File: src/rtl/reg_file_2r1w_if.sv
// Bus bundle for the 2-read/1-write register file: one write port and
// two read ports. The master drives addresses, enables and write data.
// The slave returns the read data.
interface reg_file_2r1w_if #(
  parameter int WIDTH = 32,
  parameter int DEPTH = 32
);
  localparam int AW = $clog2(DEPTH);

  logic             we;
  logic [AW-1:0]    waddr;
  logic [WIDTH-1:0] wdata;
  logic             re1;
  logic [AW-1:0]    raddr1;
  logic [WIDTH-1:0] rdata1;
  logic             re2;
  logic [AW-1:0]    raddr2;
  logic [WIDTH-1:0] rdata2;

  modport master (
    output we, waddr, wdata, re1, raddr1, re2, raddr2,
    input  rdata1, rdata2
  );

  modport slave (
    input  we, waddr, wdata, re1, raddr1, re2, raddr2,
    output rdata1, rdata2
  );
endinterface

File: src/rtl/reg_file_2r1w.sv
// Register file with two read ports and one write port.
// Register 0 can be hardwired to zero. Same-cycle write data can be
// forwarded to a read port that addresses the register being written.
// Read data can be combinational or registered behind a read enable.
// The reset input is an asynchronous clear of every word and every
// output register.
module reg_file_2r1w #(
  parameter int WIDTH    = 32,
  parameter int DEPTH    = 32,
  parameter bit ZERO_REG = 1'b1,
  parameter bit BYPASS   = 1'b1,
  parameter bit OUT_REG  = 1'b0
) (
  input  logic           clk,
  input  logic           reset,
  reg_file_2r1w_if.slave bus
);
  localparam int AW = $clog2(DEPTH);

  logic [WIDTH-1:0] mem [DEPTH];
  logic [WIDTH-1:0] v1;
  logic [WIDTH-1:0] v2;

  // Read priority: reset, then the zero register, then bypass, then storage.
  // Reset forces zero so that a forwarded wdata cannot leak out of a
  // combinational port while the file is being cleared.
  function automatic logic [WIDTH-1:0] read_word(
    input logic             rst,
    input logic [AW-1:0]    ra,
    input logic             w_en,
    input logic [AW-1:0]    wa,
    input logic [WIDTH-1:0] wd,
    input logic [WIDTH-1:0] stored
  );
    if (rst)
      return '0;
    else if (ZERO_REG && (ra == '0))
      return '0;
    else if (BYPASS && w_en && (ra == wa))
      return wd;
    else
      return stored;
  endfunction

  // Storage: async clear, and a write that is dropped for register 0 when it is hardwired.
  always_ff @(posedge clk or posedge reset) begin
    if (reset) begin
      for (int i = 0; i < DEPTH; i++) mem[i] <= '0;
    end else if (bus.we && !(ZERO_REG && (bus.waddr == '0))) begin
      mem[bus.waddr] <= bus.wdata;
    end
  end

  // Read value selected for port 1.
  always_comb begin
    v1 = '0;
    v1 = read_word(reset, bus.raddr1, bus.we, bus.waddr, bus.wdata, mem[bus.raddr1]);
  end

  // Read value selected for port 2.
  always_comb begin
    v2 = '0;
    v2 = read_word(reset, bus.raddr2, bus.we, bus.waddr, bus.wdata, mem[bus.raddr2]);
  end

  generate
    if (OUT_REG) begin : g_out_reg
      logic [WIDTH-1:0] rdata1_q;
      logic [WIDTH-1:0] rdata2_q;

      // Output registers capture the selected value when their read enable is high.
      always_ff @(posedge clk or posedge reset) begin
        if (reset) begin
          rdata1_q <= '0;
          rdata2_q <= '0;
        end else begin
          if (bus.re1) rdata1_q <= v1;
          if (bus.re2) rdata2_q <= v2;
        end
      end

      assign bus.rdata1 = rdata1_q;
      assign bus.rdata2 = rdata2_q;
    end else begin : g_out_comb
      // The read enables have no effect on the combinational ports.
      logic unused_re;
      assign unused_re  = bus.re1 ^ bus.re2;
      assign bus.rdata1 = v1;
      assign bus.rdata2 = v2;
    end
  endgenerate
endmodule

File: src/flat_wrapper.sv
// flat-port wrapper written by rule: the top's interface ports become plain ports
module reg_file_2r1w_flat 
#(
  parameter int WIDTH    = 32,
  parameter int DEPTH    = 32,
  parameter bit ZERO_REG = 1'b1,
  parameter bit BYPASS   = 1'b1,
  parameter bit OUT_REG  = 1'b0
)
  (clk, reset, bus_we, bus_waddr, bus_wdata, bus_re1, bus_raddr1, bus_re2, bus_raddr2, bus_rdata1, bus_rdata2);
  reg_file_2r1w_if #(.WIDTH(WIDTH), .DEPTH(DEPTH)) bus_i ();
  input  logic clk;
  input  logic reset;
  input wire logic [$bits(bus_i.we)-1:0] bus_we;
  input wire logic [$bits(bus_i.waddr)-1:0] bus_waddr;
  input wire logic [$bits(bus_i.wdata)-1:0] bus_wdata;
  input wire logic [$bits(bus_i.re1)-1:0] bus_re1;
  input wire logic [$bits(bus_i.raddr1)-1:0] bus_raddr1;
  input wire logic [$bits(bus_i.re2)-1:0] bus_re2;
  input wire logic [$bits(bus_i.raddr2)-1:0] bus_raddr2;
  output wire logic [$bits(bus_i.rdata1)-1:0] bus_rdata1;
  output wire logic [$bits(bus_i.rdata2)-1:0] bus_rdata2;
  assign bus_i.we = bus_we;
  assign bus_i.waddr = bus_waddr;
  assign bus_i.wdata = bus_wdata;
  assign bus_i.re1 = bus_re1;
  assign bus_i.raddr1 = bus_raddr1;
  assign bus_i.re2 = bus_re2;
  assign bus_i.raddr2 = bus_raddr2;
  assign bus_rdata1 = bus_i.rdata1;
  assign bus_rdata2 = bus_i.rdata2;
  reg_file_2r1w #(.WIDTH(WIDTH), .DEPTH(DEPTH), .ZERO_REG(ZERO_REG), .BYPASS(BYPASS), .OUT_REG(OUT_REG)) u_core (.clk(clk), .reset(reset), .bus(bus_i));
endmodule
File: config.mk
export PLATFORM = sky130hd
export DESIGN_NAME = reg_file_2r1w_flat
export DESIGN_NICKNAME = d
export VERILOG_FILES = /design/src/rtl/reg_file_2r1w_if.sv /design/src/rtl/reg_file_2r1w.sv /design/src/flat_wrapper.sv
export SDC_FILE = /design/constraint.sdc
export NUM_CORES = 2
export LEC_CHECK = 0
export ABC_AREA = 1
export BUFFER_PORTS_ARGS = -buffer_cell sky130_fd_sc_hd__buf_2
export CELL_PAD_IN_SITES_DETAIL_PLACEMENT = 1
export CELL_PAD_IN_SITES_GLOBAL_PLACEMENT = 2
export CORE_ASPECT_RATIO = 0.8
export CORE_MARGIN = 5
export CORE_UTILIZATION = 36
export DETAILED_ROUTE_END_ITERATION = 12
export MAX_ROUTING_LAYER = met4
export PLACE_DENSITY_LB_ADDON = 0.1
export SETUP_SLACK_MARGIN = 0.2
export SYNTH_ARGS = -nofsm -noshare
export SYNTH_HDL_FRONTEND = slang
export SYNTH_SLANG_ARGS = --single-unit
File: constraint.sdc
create_clock -name clk -period 49.3 [get_ports clk]
set_input_delay 9.86 -clock clk [delete_from_list [all_inputs] [get_ports clk]]
set_output_delay 9.86 -clock clk [all_outputs]
set_load 0.1 [all_outputs]
==> results.sh <==
export IMPL_die_area_um2=177000
export IMPL_syn_nets=9494
export IMPL_rsz0062_at_grt="false"
export IMPL_die_y_um=378
export IMPL_power_density_nw_per_um2=39.9
export IMPL_tightest_slew_ns=1.19
export IMPL_via_per_inst=5.47
export IMPL_crit_required_ns=39.44
export IMPL_clock_root_buffer="clkbuf_16"
export IMPL_holdWs_ns=0.395
export IMPL_reg_top3="u_core.mem x1024"
export IMPL_path_cells="buf_8 > inv_8 > buf_4 > buf_4 > buf_12 > nand2_1 > nand3_1 > nand2_1 > nand2_1 > nand3_1 > nand3_1 > nand3_1 > nand2_1 > inv_1 > buf_2"
export IMPL_slew_violations=0
export IMPL_drt_initial_drc_count=5170
export IMPL_final_layout_size_suffix_gt1_share_pct=5.24
export IMPL_wl_per_cell_um=24.9
export IMPL_syn_inst=9442
export IMPL_cts_tree="built"
export IMPL_port_buffers=113
export IMPL_core_area_um2=169000
export IMPL_gp_congestion=0.800
export IMPL_max_slew_margin_pct=20.1
export IMPL_slowest_delay_ns=0.79
export IMPL_pin_count=116
export IMPL_postCtsSetupBuffers=0
export IMPL_holdBufCountCts=0
export IMPL_synth_edff_count=0
export IMPL_hold_viol_final=0
export IMPL_start_kind="input pin"
export IMPL_synth_flop_cell="dfrtp_1"
export IMPL_cts_sinks=1024
export IMPL_num_rows=135
export IMPL_antenna_found_initial=9
export IMPL_die_w_um=470
export IMPL_gr_total_overflow=0
export IMPL_htreeDepth=3
export IMPL_fill_cells=21600
export IMPL_clkTransAtPathRegs_ns=0.06
export IMPL_outcome="finished, final reports clean"
export IMPL_critical_path_slowest_cell="buf_4"
export IMPL_synthesis_area_um2=60900
export IMPL_timing_rr_start="u_core.mem[991]"
export IMPL_fin_crit_ns=24.30
export IMPL_async_flop_share_pct=100
export IMPL_hpwl_mm=152
export IMPL_areaGrowthSynthToFinish_pct=9.72
export IMPL_power_leakage_nw=35.3
export IMPL_ir_drop_mv=0.0298
export IMPL_floorplan_initialDensity_pct=36.1
export IMPL_finalSetupTns_ns=0
export IMPL_final_core_util_pct=39.6
export IMPL_num_vias=62400
export IMPL_endpoint_kind="output port"
export IMPL_maxCapViolCount=0
export IMPL_ys_seq_elements=1024
export IMPL_drc_errors=0
export IMPL_top_register="u_core.mem"
export IMPL_cp_arrival_ns=14.44
export IMPL_ys_types=24
export IMPL_synth_warnings=0
export IMPL_grt_util_all_layers_pct=32.4
export IMPL_seq_area_frac_synth_pct=42.1
export IMPL_cp_max_fo=149
export IMPL_hold_start="u_core.mem[1000]"
export IMPL_min_path_type="reg2reg"
export IMPL_setup_violations=0
export IMPL_cts_buffers=121
export IMPL_grt_pass1_wl_mm=422
export IMPL_worst_clock_skew_ns=0
export IMPL_crit_path_start="bus_raddr1[0]"
export IMPL_grt_pass1_vias=63400
export IMPL_syn_area_per_cell_um2=6.45
export IMPL_drt_pass1_iterations=7
export IMPL_clock_fmax_mhz=41.2
export IMPL_critPathKind="in2out"
export IMPL_antenna_left=0
export IMPL_clk_latency_ns=0.76
export IMPL_ctsResizeCount=0
export IMPL_largest_reg_flops=1024
export IMPL_drt_wl_total_mm=284
export IMPL_grt_max_degree=156
export IMPL_fin_crit_sh_pct=49.3
export IMPL_cts_max_path_buffers=3
export IMPL_nNetsFinal=9093
-- layout make-up --
type	count	area, um^2	area share, %
Timing Repair Buffer	217	1520	2.27
Antenna cell	3	7.51	0.0112
Clock inverter	43	512	0.766
Tap cell	2260	2830	4.23
Multi-Input combinational cell	6608	28600	42.8
Clock buffer	183	3640	5.45
Sequential cell	1024	25600	38.4
Inverter	1069	4070	6.09
-- layer usage --
metal | share of wire (%) | vias up | GRT usage (%)
li1 | - | 28700 | -
met1 | 45 | 31500 | 42.7
met2 | 46 | 1726 | 52.9
met3 | 5.0 | 503 | 3.63
met4 | 3.4 | 0 | 9.20
met5 | 0 | - | -
-- report_power, final --
part	total [W]	switching, W	internal (W)
registers	0.00107	0.0000777	0.000996
logic	0.000629	0.000444	0.000185
clock network	0.000962	0.000403	0.000558
-- Yosys cell counts (2+ instances only) --
master	number	share of area [%]
a21oi_1	48	0.39
buf_1	76	0.47
buf_2	87	0.72
clkbuf_1	578	3.6
dfrtp_1	1024	42
inv_1	1053	6.5
inv_2	15	0.093
nand2_1	3784	23
nand2_2	8	0.082
nand3_1	1436	12
nand3b_1	6	0.074
nor2_1	155	0.96
nor2_2	2	0.021
nor3_1	34	0.28
nor3_2	4	0.066
o211ai_1	43	0.53
o21ai_0	1005	8.3
o21ai_1	73	0.60
o22ai_1	5	0.051
xor2_1	2	0.029
-- kinds of logic after synthesis --
family                    count (synthesis)  share of synthesized area [%]
DFF                                    1024                           42.1
AOI/OAI and AO/OA                      1174                           9.84
xor gates and xnor gates                  2                         0.0288
and+or+nand+nor                        5432                           36.7
buffers and inverters                  1810                           11.3
-- stage by stage --
step	power [W]	worst slack (ns)	instances	cell area (um^2)
2_1_floorplan	0.00153	4.26	9442	60900
3_3_place_gp	0.00168	25.10	11200	62600
3_5_place_dp	0.00171	25.05	11200	62600
4_1_cts	0.00268	25.11	11400	66800
5_1_grt	0.00282	24.83	11400	66800
6_report	0.00266	25.00	11400	66800
-- path summary, 6_finish.rpt --
check	end	slack [ns]	cells past startpoint
max	bus_rdata1[13]	25.00	15
min	u_core.mem[1000]	0.40	0
max reg2reg	u_core.mem[991]	48.55	2
min reg2reg	u_core.mem[1000]	0.40	0
max in group asynchronous	u_core.mem[200]	37.04	5
min in group asynchronous	u_core.mem[59]	9.14	2
-- critical path: cells and delay by family --
family | cells | cell delay [ns]
buf+inv | 7 | 3.25
simple gates | 8 | 0.94
-- layout by cell type, fill, tap and decap left out, drive strengths merged --
master	synthesis	final
nand3b	6	6
clkinv	1	27
nand3	1436	1436
a21oi	48	48
o211ai	43	43
nand2	3792	3792
dfrtp	1024	1024
clkinvlp	0	2
xor2	2	2
nor2	157	157
inv	1068	1073
nand4	1	1
o21ai	1078	1078
nor4	2	2
clkbuf	578	183
o22ai	5	5
bufinv	0	10
buf	163	217
diode	0	3
nor3	38	38
Note: power is estimated with default switching activity, not from simulation.
